## src/rtl/easyaxi_mst_rd_gen.sv

```systemverilog
// easyaxi_mst_rd_gen: AXI read-traffic generator master.
// Issues a programmed run of single-beat AR requests (base + n*stride, incrementing ID)
// with at most MAX_OST in flight, retires R responses and pulses done.
// Optional macro EASYAXI_MST_RD_ERRCNT_EN adds err_cnt, a saturating count of non-OKAY R beats.
module easyaxi_mst_rd_gen #(
  parameter int unsigned ADDR_W  = 16,
  parameter int unsigned ID_W    = 4,
  parameter int unsigned CNT_W   = 8,
  parameter int unsigned MAX_OST = 4
) (
  input  logic                           clk,
  input  logic                           rst_n,
  input  logic                           enable,
  input  logic [ADDR_W-1:0]              cfg_base_addr,
  input  logic [ADDR_W-1:0]              cfg_stride,
  input  logic [CNT_W-1:0]               cfg_num_txn,
  output logic                           busy,
  output logic                           done,
  output logic [$clog2(MAX_OST+1)-1:0]   ost_cnt,
  output logic                           axi_mst_arvalid,
  input  logic                           axi_mst_arready,
  output logic [ID_W-1:0]                axi_mst_arid,
  output logic [ADDR_W-1:0]              axi_mst_araddr,
  input  logic                           axi_mst_rvalid,
  output logic                           axi_mst_rready,
  input  logic [ID_W-1:0]                axi_mst_rid,
  input  logic [1:0]                     axi_mst_rresp,
  input  logic                           axi_mst_rlast
`ifdef EASYAXI_MST_RD_ERRCNT_EN
  ,
  output logic [CNT_W-1:0]               err_cnt
`endif
);

  localparam int unsigned OST_W = $clog2(MAX_OST + 1);

  typedef enum logic [1:0] {IDLE, ISSUE, DRAIN, DONE} state_t;

  state_t              state, state_nx;
  logic                arvalid_nx, rready_nx, busy_nx, done_nx;
  logic [ID_W-1:0]     arid_nx;
  logic [ADDR_W-1:0]   araddr_nx, stride_q, stride_nx;
  logic [CNT_W-1:0]    idx_q, idx_nx, num_q, num_nx;
  logic [OST_W-1:0]    ost_nx;
  logic                ar_hs, retire, start;

  // R ID is informational only; responses are retired purely by rlast
  logic unused;
`ifdef EASYAXI_MST_RD_ERRCNT_EN
  assign unused = ^axi_mst_rid;
`else
  assign unused = ^{axi_mst_rid, axi_mst_rresp};
`endif

  // Next-state, AR sequencing and outstanding-count bookkeeping
  always_comb begin
    state_nx   = state;
    arvalid_nx = axi_mst_arvalid;
    arid_nx    = axi_mst_arid;
    araddr_nx  = axi_mst_araddr;
    idx_nx     = idx_q;
    stride_nx  = stride_q;
    num_nx     = num_q;
    start      = 1'b0;
    ar_hs      = axi_mst_arvalid & axi_mst_arready;
    retire     = axi_mst_rvalid & axi_mst_rready & axi_mst_rlast & (ost_cnt != '0);
    ost_nx     = ost_cnt + OST_W'(ar_hs) - OST_W'(retire);

    case (state)
      IDLE: begin
        if (enable) begin
          start     = 1'b1;
          stride_nx = cfg_stride;
          num_nx    = cfg_num_txn;
          idx_nx    = '0;
          arid_nx   = '0;
          araddr_nx = cfg_base_addr;
          if (cfg_num_txn != '0) begin
            state_nx   = ISSUE;
            arvalid_nx = 1'b1;
          end else begin
            state_nx   = DONE;
          end
        end
      end
      ISSUE: begin
        if (ar_hs) begin
          idx_nx    = idx_q + CNT_W'(1);
          arid_nx   = axi_mst_arid + ID_W'(1);
          araddr_nx = axi_mst_araddr + stride_q;
        end
        if (ar_hs && (idx_nx == num_q)) begin
          state_nx   = DRAIN;
          arvalid_nx = 1'b0;
        end else if (!axi_mst_arvalid || ar_hs) begin
          // A pending AR is never retracted; only re-evaluate once it is free
          arvalid_nx = (ost_nx < OST_W'(MAX_OST));
        end
      end
      DRAIN: begin
        if (ost_cnt == '0) state_nx = DONE;
      end
      DONE: begin
        state_nx = IDLE;
      end
      default: begin
        state_nx   = IDLE;
        arvalid_nx = 1'b0;
      end
    endcase

    busy_nx   = (state_nx == ISSUE) || (state_nx == DRAIN);
    rready_nx = busy_nx;
    done_nx   = (state_nx == DONE);
  end

  // State and registered outputs
  always_ff @(posedge clk) begin
    if (!rst_n) begin
      state           <= IDLE;
      axi_mst_arvalid <= 1'b0;
      axi_mst_arid    <= '0;
      axi_mst_araddr  <= '0;
      axi_mst_rready  <= 1'b0;
      busy            <= 1'b0;
      done            <= 1'b0;
      ost_cnt         <= '0;
      idx_q           <= '0;
      stride_q        <= '0;
      num_q           <= '0;
    end else begin
      state           <= state_nx;
      axi_mst_arvalid <= arvalid_nx;
      axi_mst_arid    <= arid_nx;
      axi_mst_araddr  <= araddr_nx;
      axi_mst_rready  <= rready_nx;
      busy            <= busy_nx;
      done            <= done_nx;
      ost_cnt         <= ost_nx;
      idx_q           <= idx_nx;
      stride_q        <= stride_nx;
      num_q           <= num_nx;
    end
  end

`ifdef EASYAXI_MST_RD_ERRCNT_EN
  logic [CNT_W-1:0] err_nx;

  // Saturating count of non-OKAY R beats, cleared at each start
  always_comb begin
    err_nx = err_cnt;
    if (start) begin
      err_nx = '0;
    end else if (axi_mst_rvalid && axi_mst_rready && (axi_mst_rresp != 2'b00) &&
                 (err_cnt != {CNT_W{1'b1}})) begin
      err_nx = err_cnt + CNT_W'(1);
    end
  end

  // Error counter register
  always_ff @(posedge clk) begin
    if (!rst_n) err_cnt <= '0;
    else        err_cnt <= err_nx;
  end
`endif

endmodule

```

## config.mk

```make
export PLATFORM = sky130hd
export DESIGN_NAME = easyaxi_mst_rd_gen
export DESIGN_NICKNAME = d
export VERILOG_FILES = /design/src/rtl/easyaxi_mst_rd_gen.sv
export SDC_FILE = /design/constraint.sdc
export NUM_CORES = 1
export LEC_CHECK = 0
export ABC_CLOCK_PERIOD_IN_PS = 4000
export CAP_MARGIN = 15
export CORE_MARGIN = 2
export CORE_UTILIZATION = 50
export CTS_BUF_LIST = sky130_fd_sc_hd__clkbuf_16
export DETAILED_ROUTE_END_ITERATION = 10
export PLACE_DENSITY_LB_ADDON = 0.08
export SYNTH_ARGS = -nofsm -noshare
export SYNTH_HDL_FRONTEND = slang
export SYNTH_SLANG_ARGS = --single-unit
export TNS_END_PERCENT = 1
```

## constraint.sdc

```tcl
create_clock -name clk -period 4 [get_ports clk]
set_clock_uncertainty 0.05 [all_clocks]
set_input_delay 0.8 -clock clk [delete_from_list [all_inputs] [get_ports clk]]
set_output_delay 0.8 -clock clk [all_outputs]
set_load 0.05 [all_outputs]
```

==> run_results.csv <==
group,metric,value,unit
drt,wl_per_cell,14.9,um
drt,vias_per_cell,5.69,
final_layout,postLayoutCellArea,0.00441,sq mm
final_layout,layout-drive-gt1-share,5.44,%
drt,drt_pass1_iterations,4,
synth,syn_avg_cell_area,7.95,sq um
power_and_ir_drop,power.density,404,mW/mm^2
sta,worst_slew_pin_slew,800,ps
power_and_ir_drop,clockPowerShare,40.2,%
synth,synth_edf_count,0,
drt,drc,0,
placed_design,dpl.hpwl,5980,um
global_routing,grt_pass1_vias,3136,
drt,ant_nets,0,
synth,yosysUniqueCellTypes,54,
worst_setup_path,start_kind,"input port",
final_layout,final_nets,566,
worst_setup_path,worstReg2RegEnd,"axi_mst_araddr[14]",
sta,fmax,329,MHz
synth,synth-seq-area-share,35.6,%
worst_setup_path,r2r-start,"axi_mst_araddr[0]",
sta,finalSetupViolations,0,
sta,finalWorstSetupSlack,965,ps
global_routing,grtUsageTotal,24.3,%
synth,synth_area_leaders,"dfxtp_1, nand2_1, a21oi_1, ha_1, nor2_1",
placed_design,port_buffers,72,
sta,grt_setup_unrepaired,"no",
power_and_ir_drop,power.internal,0.00126,W
drt,wl,8530,um
worst_setup_path,crit_type,"in2reg",
synth,synth_top_area_cell,"dfxtp_1",
synth,synthFlopType,"dfxtp_1",
sta,post-route-min-period,3040,ps
final_layout,fin_util,68.6,%
sta,finalHoldViolations,0,
sta,slew_viol_final,0,
synth,syn_nets,498,
power_and_ir_drop,leakage,1.78,nW
power_and_ir_drop,sw_frac_of_total,29.1,%
run,cap_violations,0,
final_layout,final_cells,573,
placed_design,dpl_cell_area,0.00413,sq mm
clock_tree,cts_sinks,60,
final_layout,area_growth,30.8,%
placed_design,place.gp.congestion,0.815,
worst_hold_path,hold_class,"reg2reg",
run_status,status,"complete, no violations",
worst_setup_path,arrival,3200,ps
clock_tree,cts_hold_buf,0,
die,die-area,0.00741,sq mm
die,die_h,86.1,um
die,core_area,0.00642,sq mm
clock_tree,post_cts_buffers,0,
clock_tree,numCtsBuffers,9,
worst_setup_path,cp_max_fo,5,
worst_hold_path,hold_depth,2,
placed_design,pre_cts_ws,669,ps
power_and_ir_drop,ir_drop,0.294,mV
sta,tns,0,ps
clock_tree,clock_latency,320,ps
die,top_level_ports,79,
clock_tree,clkSlewWorstSetupHoldPaths,50,ps
die,initial_core_util,52.5,%
synth,synth_warnings,0,
worst_setup_path,ff2ff_setup_slack,1250,ps
final_layout,multiInputGateArea,0.00202,sq mm
global_routing,grt_max_degree,30,
clock_tree,clock-root-buffer,"clkbuf_16",
clock_tree,post_cts_resized,0,
final_layout,nFillCells,559,
die,die_x,86.1,um
worst_hold_path,holdPathEnd,"stride_q[7]",
die,num_rows,29,
placed_design,placedCellCount,558,
power_and_ir_drop,power_frac_comb,22.3,%
power_and_ir_drop,power_frac_seq,37.5,%
global_routing,globalRouteOverflowTotal,0,
synth,async_reset_ff_share,0,%
drt,vias,3261,
clock_tree,tritoncts,"done",
worst_setup_path,r2r_cells,10,
clock_tree,cts_buffer_depth,2,
global_routing,grt_pass1_wl,14500,um
final_layout,regArea,0.00120,sq mm
final_layout,antenna_cells,0,
sta,period_share,75.9,%
worst_hold_path,hp-start,"stride_q[7]",
sta,slew_headroom,46.7,%
drt,drt_iter0_drc,129,
global_routing,antenna_found_initial,0,
synth,synthCells,424,
power_and_ir_drop,p_sw,0.000518,W
synth,syn_area,0.00337,sq mm
synth,ys_seq_elements,60,
synth,yosysTopAreaCellShare,35.6,%
worst_setup_path,end_kind,"flip-flop",
worst_setup_path,required,4160,ps
clock_tree,htree_levels,3,
registers in the layout, summed over array words and instances (netlist names):
signal and count:
stride_q 16, done 1, axi_mst_arvalid 1, ost_cnt 3
state 2, axi_mst_rready 1, num_q 8, axi_mst_araddr 16
idx_q 8, axi_mst_arid 4
cells in the final DEF, fill, tap and decap left out, drive strengths merged, types with 4 or more instances in the layout:
master         count
clkbuf             9
xor2              11
nor3               8
nand2b             4
a21o               6
nand3             11
ha                20
o21ai             15
nand2             73
buf                8
or4                4
a22oi              6
and3               6
clkdlybuf4s50     72
o22ai              5
and2               4
inv               12
dfxtp             60
o211ai             5
a211oi             7
xnor2             15
a21oi             51
nor2              41
worst max path at each step:
stage	start	to	slack (ps)	cells after the start
floorplan	axi_mst_araddr[0]	axi_mst_araddr[14]	1250	10
global placement	axi_mst_arready	axi_mst_arvalid	690	11
detailed placement	axi_mst_arready	axi_mst_rready	670	9
CTS	axi_mst_arready	axi_mst_rready	1000	9
global route	axi_mst_arready	axi_mst_arvalid	770	11
finish	axi_mst_arready	axi_mst_rready	960	9
synth_stat cells (all sizes together) (3+ instances only):
cell type and instances:
dfxtp 60, a22oi 6, nand2 73, o21ai 15, and2 4, nor3 8, or4 4, or2 3
inv 10, ha 20, buf 6, a311oi 3, xor2 11, a21oi 51, o22ai 5, xnor2 15
a211oi 7, nor2 41, clkbuf 17, nand2b 4, nand3 11, and3 6, o211ai 5, o31ai 3
a21o 6
area by class of cell:
class / instances / area share, %
Clock inverter: 6 / 1.11
Timing Repair Buffer: 80 / 17.7
Sequential cell: 60 / 27.3
Multi-Input combinational cell: 331 / 45.8
Clock buffer: 9 / 5.11
Inverter: 10 / 0.852
Tap cell: 77 / 2.19
metrics by stage:
| stage | hold slack [ps] | total power [W] |
|---|---|---|
| floorplan | 390 | 0.000935 |
| global placement | 397 | 0.00107 |
| detailed placement | 403 | 0.00107 |
| CTS | 410 | 0.00179 |
| global route | 426 | 0.00187 |
| finish | 411 | 0.00178 |
critical path: stages:
cell and delay [ps]:
clkdlybuf4s50_1 570, nand4_2 190, o31a_2 370, a211oi_1 210
a211oi_1 80, o2111ai_1 350, o22ai_1 180, ha_1 300
and2_1 150
layer usage:
metal | GRT usage (%) | routed length (um) | vias up
met1 | 30.2 | 3680 | 1531
met3 | 5.77 | 518 | 9
met2 | 41.8 | 4230 | 87
met4 | 7.07 | 100 | 0
li1 | - | - | 1634
met5 | 0 | 0 | -
cells by family after synthesis:
family	Yosys count	share of synthesized area, %
mux	2	0.594
compound gates	117	21.7
simple gates	164	22.2
fa+ha+maj	22	8.61
flops	60	35.6
buf+inv	33	4.49
xor+xnor	26	6.76
power groups by stage:
stage | Clock, W | Sequential, W | Combinational [W]
after floorplan | 0 | 0.000745 | 0.000190
after global placement | 0 | 0.000679 | 0.000388
after detailed placement | 0 | 0.000680 | 0.000393
after CTS | 0.000725 | 0.000669 | 0.000397
after global routing | 0.000761 | 0.000673 | 0.000433
final | 0.000717 | 0.000669 | 0.000397
Note: power is estimated with default switching activity, not from simulation.
